## config.mk

```make
export PLATFORM = sky130hd
export DESIGN_NAME = plru_tree_array_flat
export DESIGN_NICKNAME = d
export VERILOG_FILES = /design/src/rtl/plru_tree_array_if.sv /design/src/rtl/plru_tree_array.sv /design/src/flat_wrapper.sv
export SDC_FILE = /design/constraint.sdc
export NUM_CORES = 1
export LEC_CHECK = 0
export ABC_AREA = 1
export ABC_CLOCK_PERIOD_IN_PS = 3200
export CORE_ASPECT_RATIO = 1.1
export CORE_MARGIN = 1
export CORE_UTILIZATION = 34
export DETAILED_ROUTE_END_ITERATION = 10
export SETUP_SLACK_MARGIN = 0.15
export SLEW_MARGIN = 25
export SYNTH_ARGS = -nofsm -noshare
export SYNTH_HDL_FRONTEND = slang
export SYNTH_SLANG_ARGS = --single-unit
```

## constraint.sdc

```tcl
create_clock -name clk -period 3.2 [get_ports clk]
set_input_delay 0.96 -clock clk [delete_from_list [all_inputs] [get_ports clk]]
set_output_delay 0.96 -clock clk [all_outputs]
set_load 0.005 [all_outputs]
```

## src/rtl/plru_tree_array_if.sv

```systemverilog
// Event/query bundle between a cache controller and plru_tree_array.
// Defining PLRU_WAY_LOCK_EN adds the global lock_mask signal.
interface plru_tree_array_if #(
  parameter int SETS = 16,
  parameter int WAYS = 4
);
  localparam int IDX_W = $clog2(SETS);
  localparam int WAY_W = $clog2(WAYS);

  logic             acc_valid;
  logic [IDX_W-1:0] acc_index;
  logic [WAY_W-1:0] acc_way;
  logic             acc_fill;
  logic             inv_valid;
  logic [IDX_W-1:0] inv_index;
  logic [WAY_W-1:0] inv_way;
  logic             qry_valid;
  logic [IDX_W-1:0] qry_index;
  logic             victim_valid;
  logic [WAY_W-1:0] victim_way;
  logic             victim_inv;
  logic             flush_req;
  logic             flush_busy;
`ifdef PLRU_WAY_LOCK_EN
  logic [WAYS-1:0]  lock_mask;
`endif

  modport master (
`ifdef PLRU_WAY_LOCK_EN
    output lock_mask,
`endif
    output acc_valid, acc_index, acc_way, acc_fill,
    output inv_valid, inv_index, inv_way,
    output qry_valid, qry_index, flush_req,
    input  victim_valid, victim_way, victim_inv, flush_busy
  );

  modport slave (
`ifdef PLRU_WAY_LOCK_EN
    input  lock_mask,
`endif
    input  acc_valid, acc_index, acc_way, acc_fill,
    input  inv_valid, inv_index, inv_way,
    input  qry_valid, qry_index, flush_req,
    output victim_valid, victim_way, victim_inv, flush_busy
  );
endinterface

```

## src/rtl/plru_tree_array.sv

```systemverilog
// Tree-PLRU replacement engine with per-way valid bits, write-first victim query
// and a one-set-per-cycle flush sweep. Optional way locking: PLRU_WAY_LOCK_EN.
module plru_tree_array #(
  parameter int SETS = 16,
  parameter int WAYS = 4
) (
  input logic clk,
  input logic rst_n,
  plru_tree_array_if.slave bus
);
  localparam int IDX_W = $clog2(SETS);
  localparam int WAY_W = $clog2(WAYS);

  typedef enum logic {IDLE, SWEEP} state_t;

  state_t           state_q, state_d;
  logic [IDX_W-1:0] cnt_q, cnt_d;
  logic [WAYS-2:0]  tree_q [SETS];
  logic [WAYS-2:0]  tree_d [SETS];
  logic [WAYS-1:0]  valid_q [SETS];
  logic [WAYS-1:0]  valid_d [SETS];
  logic             victim_valid_q, victim_valid_d;
  logic [WAY_W-1:0] victim_way_q, victim_way_d;
  logic             victim_inv_q, victim_inv_d;
  logic             flush_busy_q, flush_busy_d;
  logic [WAY_W+1:0] pick_res;
  logic [WAYS-1:0]  elig;

`ifdef PLRU_WAY_LOCK_EN
  assign elig = ~bus.lock_mask;
`else
  assign elig = '1;
`endif

  // Point every node on the path to the touched way at the opposite subtree.
  function automatic logic [WAYS-2:0] touch(input logic [WAYS-2:0] tree,
                                             input logic [WAY_W-1:0] way);
    logic [WAYS-2:0]  t;
    logic [WAY_W-1:0] wv;
    logic             b;
    int               n;
    t  = tree;
    wv = way;
    n  = 0;
    for (int l = 0; l < WAY_W; l++) begin
      b = wv[WAY_W-1];
      wv = wv << 1;
      t[n[WAY_W-1:0]] = ~b;
      n = 2 * n + 1 + (b ? 1 : 0);
    end
    return t;
  endfunction

  // Result is {found, invalid_pick, way}.
  function automatic logic [WAY_W+1:0] pick(input logic [WAYS-2:0] tree,
                                            input logic [WAYS-1:0] valid,
                                            input logic [WAYS-1:0] el);
    logic [WAYS-1:0]  cand;
    logic             found;
    logic [WAY_W-1:0] way;
    logic             left_ok, right_ok, b;
    int               n, p;
    cand  = ~valid & el;
    found = 1'b0;
    way   = '0;
    for (int w = 0; w < WAYS; w++) begin
      if (cand[w[WAY_W-1:0]] && !found) begin
        found = 1'b1;
        way   = w[WAY_W-1:0];
      end
    end
    if (found) return {1'b1, 1'b1, way};
    if (el == '0) return '0;
    n = 0;
    p = 0;
    for (int l = 0; l < WAY_W; l++) begin
      left_ok  = 1'b0;
      right_ok = 1'b0;
      for (int w = 0; w < WAYS; w++) begin
        if ((w >> (WAY_W - 1 - l)) == 2 * p)     left_ok  = left_ok  | el[w[WAY_W-1:0]];
        if ((w >> (WAY_W - 1 - l)) == 2 * p + 1) right_ok = right_ok | el[w[WAY_W-1:0]];
      end
      b = tree[n[WAY_W-1:0]];
      if (b && !right_ok)      b = 1'b0;
      else if (!b && !left_ok) b = 1'b1;
      p = 2 * p + (b ? 1 : 0);
      n = 2 * n + 1 + (b ? 1 : 0);
    end
    return {1'b1, 1'b0, p[WAY_W-1:0]};
  endfunction

  // The query looks at the queried set's next state so same-cycle updates are visible.
  always_comb begin
    tree_d         = tree_q;
    valid_d        = valid_q;
    state_d        = state_q;
    cnt_d          = cnt_q;
    victim_valid_d = 1'b0;
    victim_way_d   = victim_way_q;
    victim_inv_d   = victim_inv_q;
    pick_res       = '0;
    if (state_q == IDLE) begin
      if (bus.acc_valid) begin
        tree_d[bus.acc_index] = touch(tree_q[bus.acc_index], bus.acc_way);
        if (bus.acc_fill) valid_d[bus.acc_index][bus.acc_way] = 1'b1;
      end
      if (bus.inv_valid) valid_d[bus.inv_index][bus.inv_way] = 1'b0;
      if (bus.flush_req) begin
        state_d = SWEEP;
        cnt_d   = '0;
      end
      if (bus.qry_valid) begin
        pick_res       = pick(tree_d[bus.qry_index], valid_d[bus.qry_index], elig);
        victim_valid_d = pick_res[WAY_W+1];
        if (pick_res[WAY_W+1]) begin
          victim_inv_d = pick_res[WAY_W];
          victim_way_d = pick_res[WAY_W-1:0];
        end
      end
    end else begin
      tree_d[cnt_q]  = '0;
      valid_d[cnt_q] = '0;
      cnt_d          = cnt_q + IDX_W'(1);
      if (cnt_q == IDX_W'(SETS - 1)) state_d = IDLE;
    end
    flush_busy_d = (state_d == SWEEP);
  end

  always_ff @(posedge clk) begin
    if (!rst_n) begin
      state_q        <= IDLE;
      cnt_q          <= '0;
      tree_q         <= '{default: '0};
      valid_q        <= '{default: '0};
      victim_valid_q <= 1'b0;
      victim_way_q   <= '0;
      victim_inv_q   <= 1'b0;
      flush_busy_q   <= 1'b0;
    end else begin
      state_q        <= state_d;
      cnt_q          <= cnt_d;
      tree_q         <= tree_d;
      valid_q        <= valid_d;
      victim_valid_q <= victim_valid_d;
      victim_way_q   <= victim_way_d;
      victim_inv_q   <= victim_inv_d;
      flush_busy_q   <= flush_busy_d;
    end
  end

  assign bus.victim_valid = victim_valid_q;
  assign bus.victim_way   = victim_way_q;
  assign bus.victim_inv   = victim_inv_q;
  assign bus.flush_busy   = flush_busy_q;
endmodule

```

## src/flat_wrapper.sv

```systemverilog
// flat-port wrapper written by rule: the top's interface ports become plain ports
module plru_tree_array_flat 
#(
  parameter int SETS = 16,
  parameter int WAYS = 4
)
  (clk, rst_n, bus_acc_valid, bus_acc_index, bus_acc_way, bus_acc_fill, bus_inv_valid, bus_inv_index, bus_inv_way, bus_qry_valid, bus_qry_index, bus_flush_req, bus_victim_valid, bus_victim_way, bus_victim_inv, bus_flush_busy);
  plru_tree_array_if #(.SETS(SETS), .WAYS(WAYS)) bus_i ();
  input logic clk;
  input logic rst_n;
  input wire logic [$bits(bus_i.acc_valid)-1:0] bus_acc_valid;
  input wire logic [$bits(bus_i.acc_index)-1:0] bus_acc_index;
  input wire logic [$bits(bus_i.acc_way)-1:0] bus_acc_way;
  input wire logic [$bits(bus_i.acc_fill)-1:0] bus_acc_fill;
  input wire logic [$bits(bus_i.inv_valid)-1:0] bus_inv_valid;
  input wire logic [$bits(bus_i.inv_index)-1:0] bus_inv_index;
  input wire logic [$bits(bus_i.inv_way)-1:0] bus_inv_way;
  input wire logic [$bits(bus_i.qry_valid)-1:0] bus_qry_valid;
  input wire logic [$bits(bus_i.qry_index)-1:0] bus_qry_index;
  input wire logic [$bits(bus_i.flush_req)-1:0] bus_flush_req;
  output wire logic [$bits(bus_i.victim_valid)-1:0] bus_victim_valid;
  output wire logic [$bits(bus_i.victim_way)-1:0] bus_victim_way;
  output wire logic [$bits(bus_i.victim_inv)-1:0] bus_victim_inv;
  output wire logic [$bits(bus_i.flush_busy)-1:0] bus_flush_busy;
  assign bus_i.acc_valid = bus_acc_valid;
  assign bus_i.acc_index = bus_acc_index;
  assign bus_i.acc_way = bus_acc_way;
  assign bus_i.acc_fill = bus_acc_fill;
  assign bus_i.inv_valid = bus_inv_valid;
  assign bus_i.inv_index = bus_inv_index;
  assign bus_i.inv_way = bus_inv_way;
  assign bus_i.qry_valid = bus_qry_valid;
  assign bus_i.qry_index = bus_qry_index;
  assign bus_i.flush_req = bus_flush_req;
  assign bus_victim_valid = bus_i.victim_valid;
  assign bus_victim_way = bus_i.victim_way;
  assign bus_victim_inv = bus_i.victim_inv;
  assign bus_flush_busy = bus_i.flush_busy;
  plru_tree_array #(.SETS(SETS), .WAYS(WAYS)) u_core (.clk(clk), .rst_n(rst_n), .bus(bus_i));
endmodule
```

==> results by group <==
Run status
  – Status: finished clean

Detailed routing
  – Drt drc: 0
  – ANT nets after route: 0
  – Vias/cell: 5.380
  – Via count: 9050
  – Initial DRT Pass Iterations: 6
  – Initial DRC count: 850
  – Routed WL: 28.85 mm
  – Routed wire per std cell: 17.15 um

Timing
  – Fmax achieved: 351.7 MHz
  – Worst Tran Pin Value: 0.9403 ns
  – Layout Skew: 0.007844 ns
  – Tmin final: 2.843 ns
  – Slew Viols, Final: 0
  – RSZ-0062 raised after global routing: no
  – Final Hold Violating Endpoints: 0
  – Setup WS post-layout: 0.3569 ns
  – Max_slew headroom: 37.02%
  – Final period util: 88.85%
  – Final setup fails: 0

Floorplanning
  – Core area: 0.02211 sq mm
  – Die width: 145.0 um
  – Die Area: 0.02311 sq mm
  – Cell Rows: 57
  – Initial Utilization: 34.61%
  – Die Span Y: 159.3 um
  – I/O Pins: 28

Yosys
  – EDFF count, synth: 0
  – Post-Syn Instances: 1219
  – Syn_area_per_cell: 6.278 sq um
  – Synth async-reset ratio: 0%
  – Post-synth top cells: 380 x nand2_1, 184 x a21oi_1, 133 x nand3_1
  – Seq/Total Area, Yosys: 31.65%
  – Synth Cell Area: 0.007652 sq mm
  – Ys Warns: 0
  – Top post-synthesis cells by area: dfxtp_1 32%, nand2_1 19%, a21oi_1 12%
  – Synth area leader: dfxtp_1
  – Top FF cell, synth: dfxtp_1
  – Synthesized Nets: 1246
  – Yosys top cell area share: 31.65%
  – Count of cell types in the netlist: 35
  – Count leader, synth: nand2_1
  – Seq cells post-synth: 121

Cells and area
  – Fill cells: 2285
  – Syn-to-layout area delta: 31.05%
  – Antenna diodes: 0
  – Layout Cells excl Fill: 1682
  – Final net count: 1401
  – Reg area: 0.002422 sq mm
  – Multi-input logic area: 0.004742 sq mm
  – Share of cells above drive strength 1: 22.13%

Pwr
  – Internal power: 2861 uW
  – Leakage power: 0.004042 uW
  – Clock share of power: 46.3%
  – PD cells: 401.3 mW/mm^2
  – Worst vdd ir: 0.0003298 V
  – P_sw: 1163 uW
  – Switching Fraction: 28.90%
  – Sequential power share: 38.3%
  – Logic gate share of total power: 15.4%
  – Final Power: 4024 uW

Clock network
  – Worst-Skew Late Latency: 0.43 ns
  – Clk slew on worst S/H paths: 0.05 ns
  – Clock Path Buffers: 2
  – TritonCTS Sinks: 121
  – CTS tree: built
  – TritonCTS buffer count: 17
  – Hold buffers post-CTS: 0
  – CTS HTree Levels: 4
  – Clock root buffer: clkbuf_16

Setup path
  – CP arrival: 3.16 ns
  – Worst-path maximum fanout: 4
  – CP Launch Point: bus_inv_index[1]
  – Required time of the critical path: 3.51 ns
  – Classification of the worst setup path: primary input to flop
  – Crit. End Element: flop
  – Crit start category: primary input
  – FF-to-FF Start: u_core.tree_q[2]$_SDFF_PN0_

Global route
  – First-pass GRT wire length: 45.15 mm
  – Largest net degree at the start of global routing: 53
  – Antenna violations before repair: 0
  – Vias in the first global route: 8376
  – Total grt overflow: 0
  – All-Layer GR Usage: 24.98%

Placed design
  – I/O Buffers: 27
  – Dpl hpwl: 20.74 mm
  – Final GP Congestion: 0.9618
  – Placed cells: 1645
  – DP Worst Slack: -0.3039 ns

Min path
  – Hold_sp: u_core.tree_q[3]$_SDFF_PN0_
  – Hold WC Path Type: flop to flop

Run
  – Max cap viols: 0
[flip-flops by register name, indices dropped and copies added (netlist names)]
signal                   flops
u_core.bus.victim_inv        1
u_core.bus.victim_valid      1
u_core.bus.victim_way        2
u_core.cnt_q                 4
u_core.state_q               1
u_core.tree_q               48
u_core.valid_q              64
[final cells by class]
class | instances | area share, %
Clock buffer | 25 | 4.841
Clock inverter | 7 | 0.6737
Inverter | 78 | 3.094
Multi-Input combinational cell | 959 | 47.29
Sequential cell | 121 | 24.15
Tap cell | 295 | 3.681
Timing Repair Buffer | 197 | 16.27
[repair_timing]
item,4_1_cts,5_1_grt
setup buffers,0,5
gates resized for setup,3,29
endpoints found under the setup margin,1,3
pin swaps,1,3
[stage by stage]
stage,TNS [ns],instance area (sq um),utilization [%],hold WS (ns)
floorplan,0,7652,-,0.4418
global placement,-0.7348,9343,42.26,0.4489
detailed placement,-0.7853,9343,42.26,0.4518
CTS,0,9903,44.79,0.4605
global route,0,10030,45.36,0.4757
finish,0,10030,45.36,0.4614
[path summary, 6_finish.rpt]
kind | endpoint | slack, ns | cells past startpoint
hold reg to reg | u_core.tree_q[3]$_SDFF_PN0_ | 0.46 | 2
hold / removal | u_core.tree_q[3]$_SDFF_PN0_ | 0.46 | 2
setup reg to reg | u_core.bus.victim_way[0]$_SDFFE_PN0P_ | 1.21 | 16
setup / recovery | u_core.bus.victim_way[0]$_SDFFE_PN0P_ | 0.36 | 14
[power groups by stage]
stage               registers, uW  clock network, uW  logic (uW)
floorplan                    1570                  0         320
global placement             1570                  0         597
detailed placement           1570                  0         598
CTS                          1540               1870         601
global route                 1540               1940         663
finish                       1540               1860         620
[metal layers]
metal | vias to the layer above | share of wire (%) | GRT usage [%]
met5 | - | 0 | 0
met4 | 0 | 2.7 | 9.768
met3 | 64 | 6.8 | 4.126
met2 | 362 | 46 | 40.28
met1 | 4206 | 45 | 33.20
li1 | 4418 | - | -
[kinds of logic (layout without fill, tap and decap cells)]
family	Yosys count	after routing	synth area share, %
AOI/OAI and AO/OA	311	311	22.84
adders and majority gates	4	4	0.6540
DFF	121	121	31.65
and+or+nand+nor	644	644	37.79
buffers and inverters	139	307	7.063
[layout by cell type, fill, tap and decap left out, drive strengths merged]
cell type | Yosys | final
a21oi | 186 | 186
a31oi | 3 | 3
a32oi | 1 | 1
buf | 20 | 171
bufinv | 0 | 1
clkbuf | 41 | 25
clkdlybuf4s50 | 0 | 18
clkinv | 4 | 9
clkinvlp | 0 | 5
dfxtp | 121 | 121
dlymetal6s2s | 0 | 8
ha | 4 | 4
inv | 74 | 70
nand2 | 385 | 385
nand3 | 138 | 138
nor2 | 64 | 64
nor3 | 6 | 6
nor4 | 1 | 1
o211ai | 39 | 39
o21ai | 41 | 41
o21bai | 4 | 4
o22ai | 26 | 26
o31ai | 11 | 11
or2 | 50 | 50
[critical path: stages]
cell and delay, ns:
clkdlybuf4s50_1 0.50, inv_1 0.06, nor2_1 0.22, nand3_1 0.22, o21ai_1 0.31, o211ai_1 0.12
nand3_1 0.10, nand3_1 0.12, nand2_1 0.11, clkinv_2 0.07, nand2_1 0.06, nand2_1 0.05
a21oi_1 0.18, a21oi_2 0.08
Power figures use the tool's default switching activity.
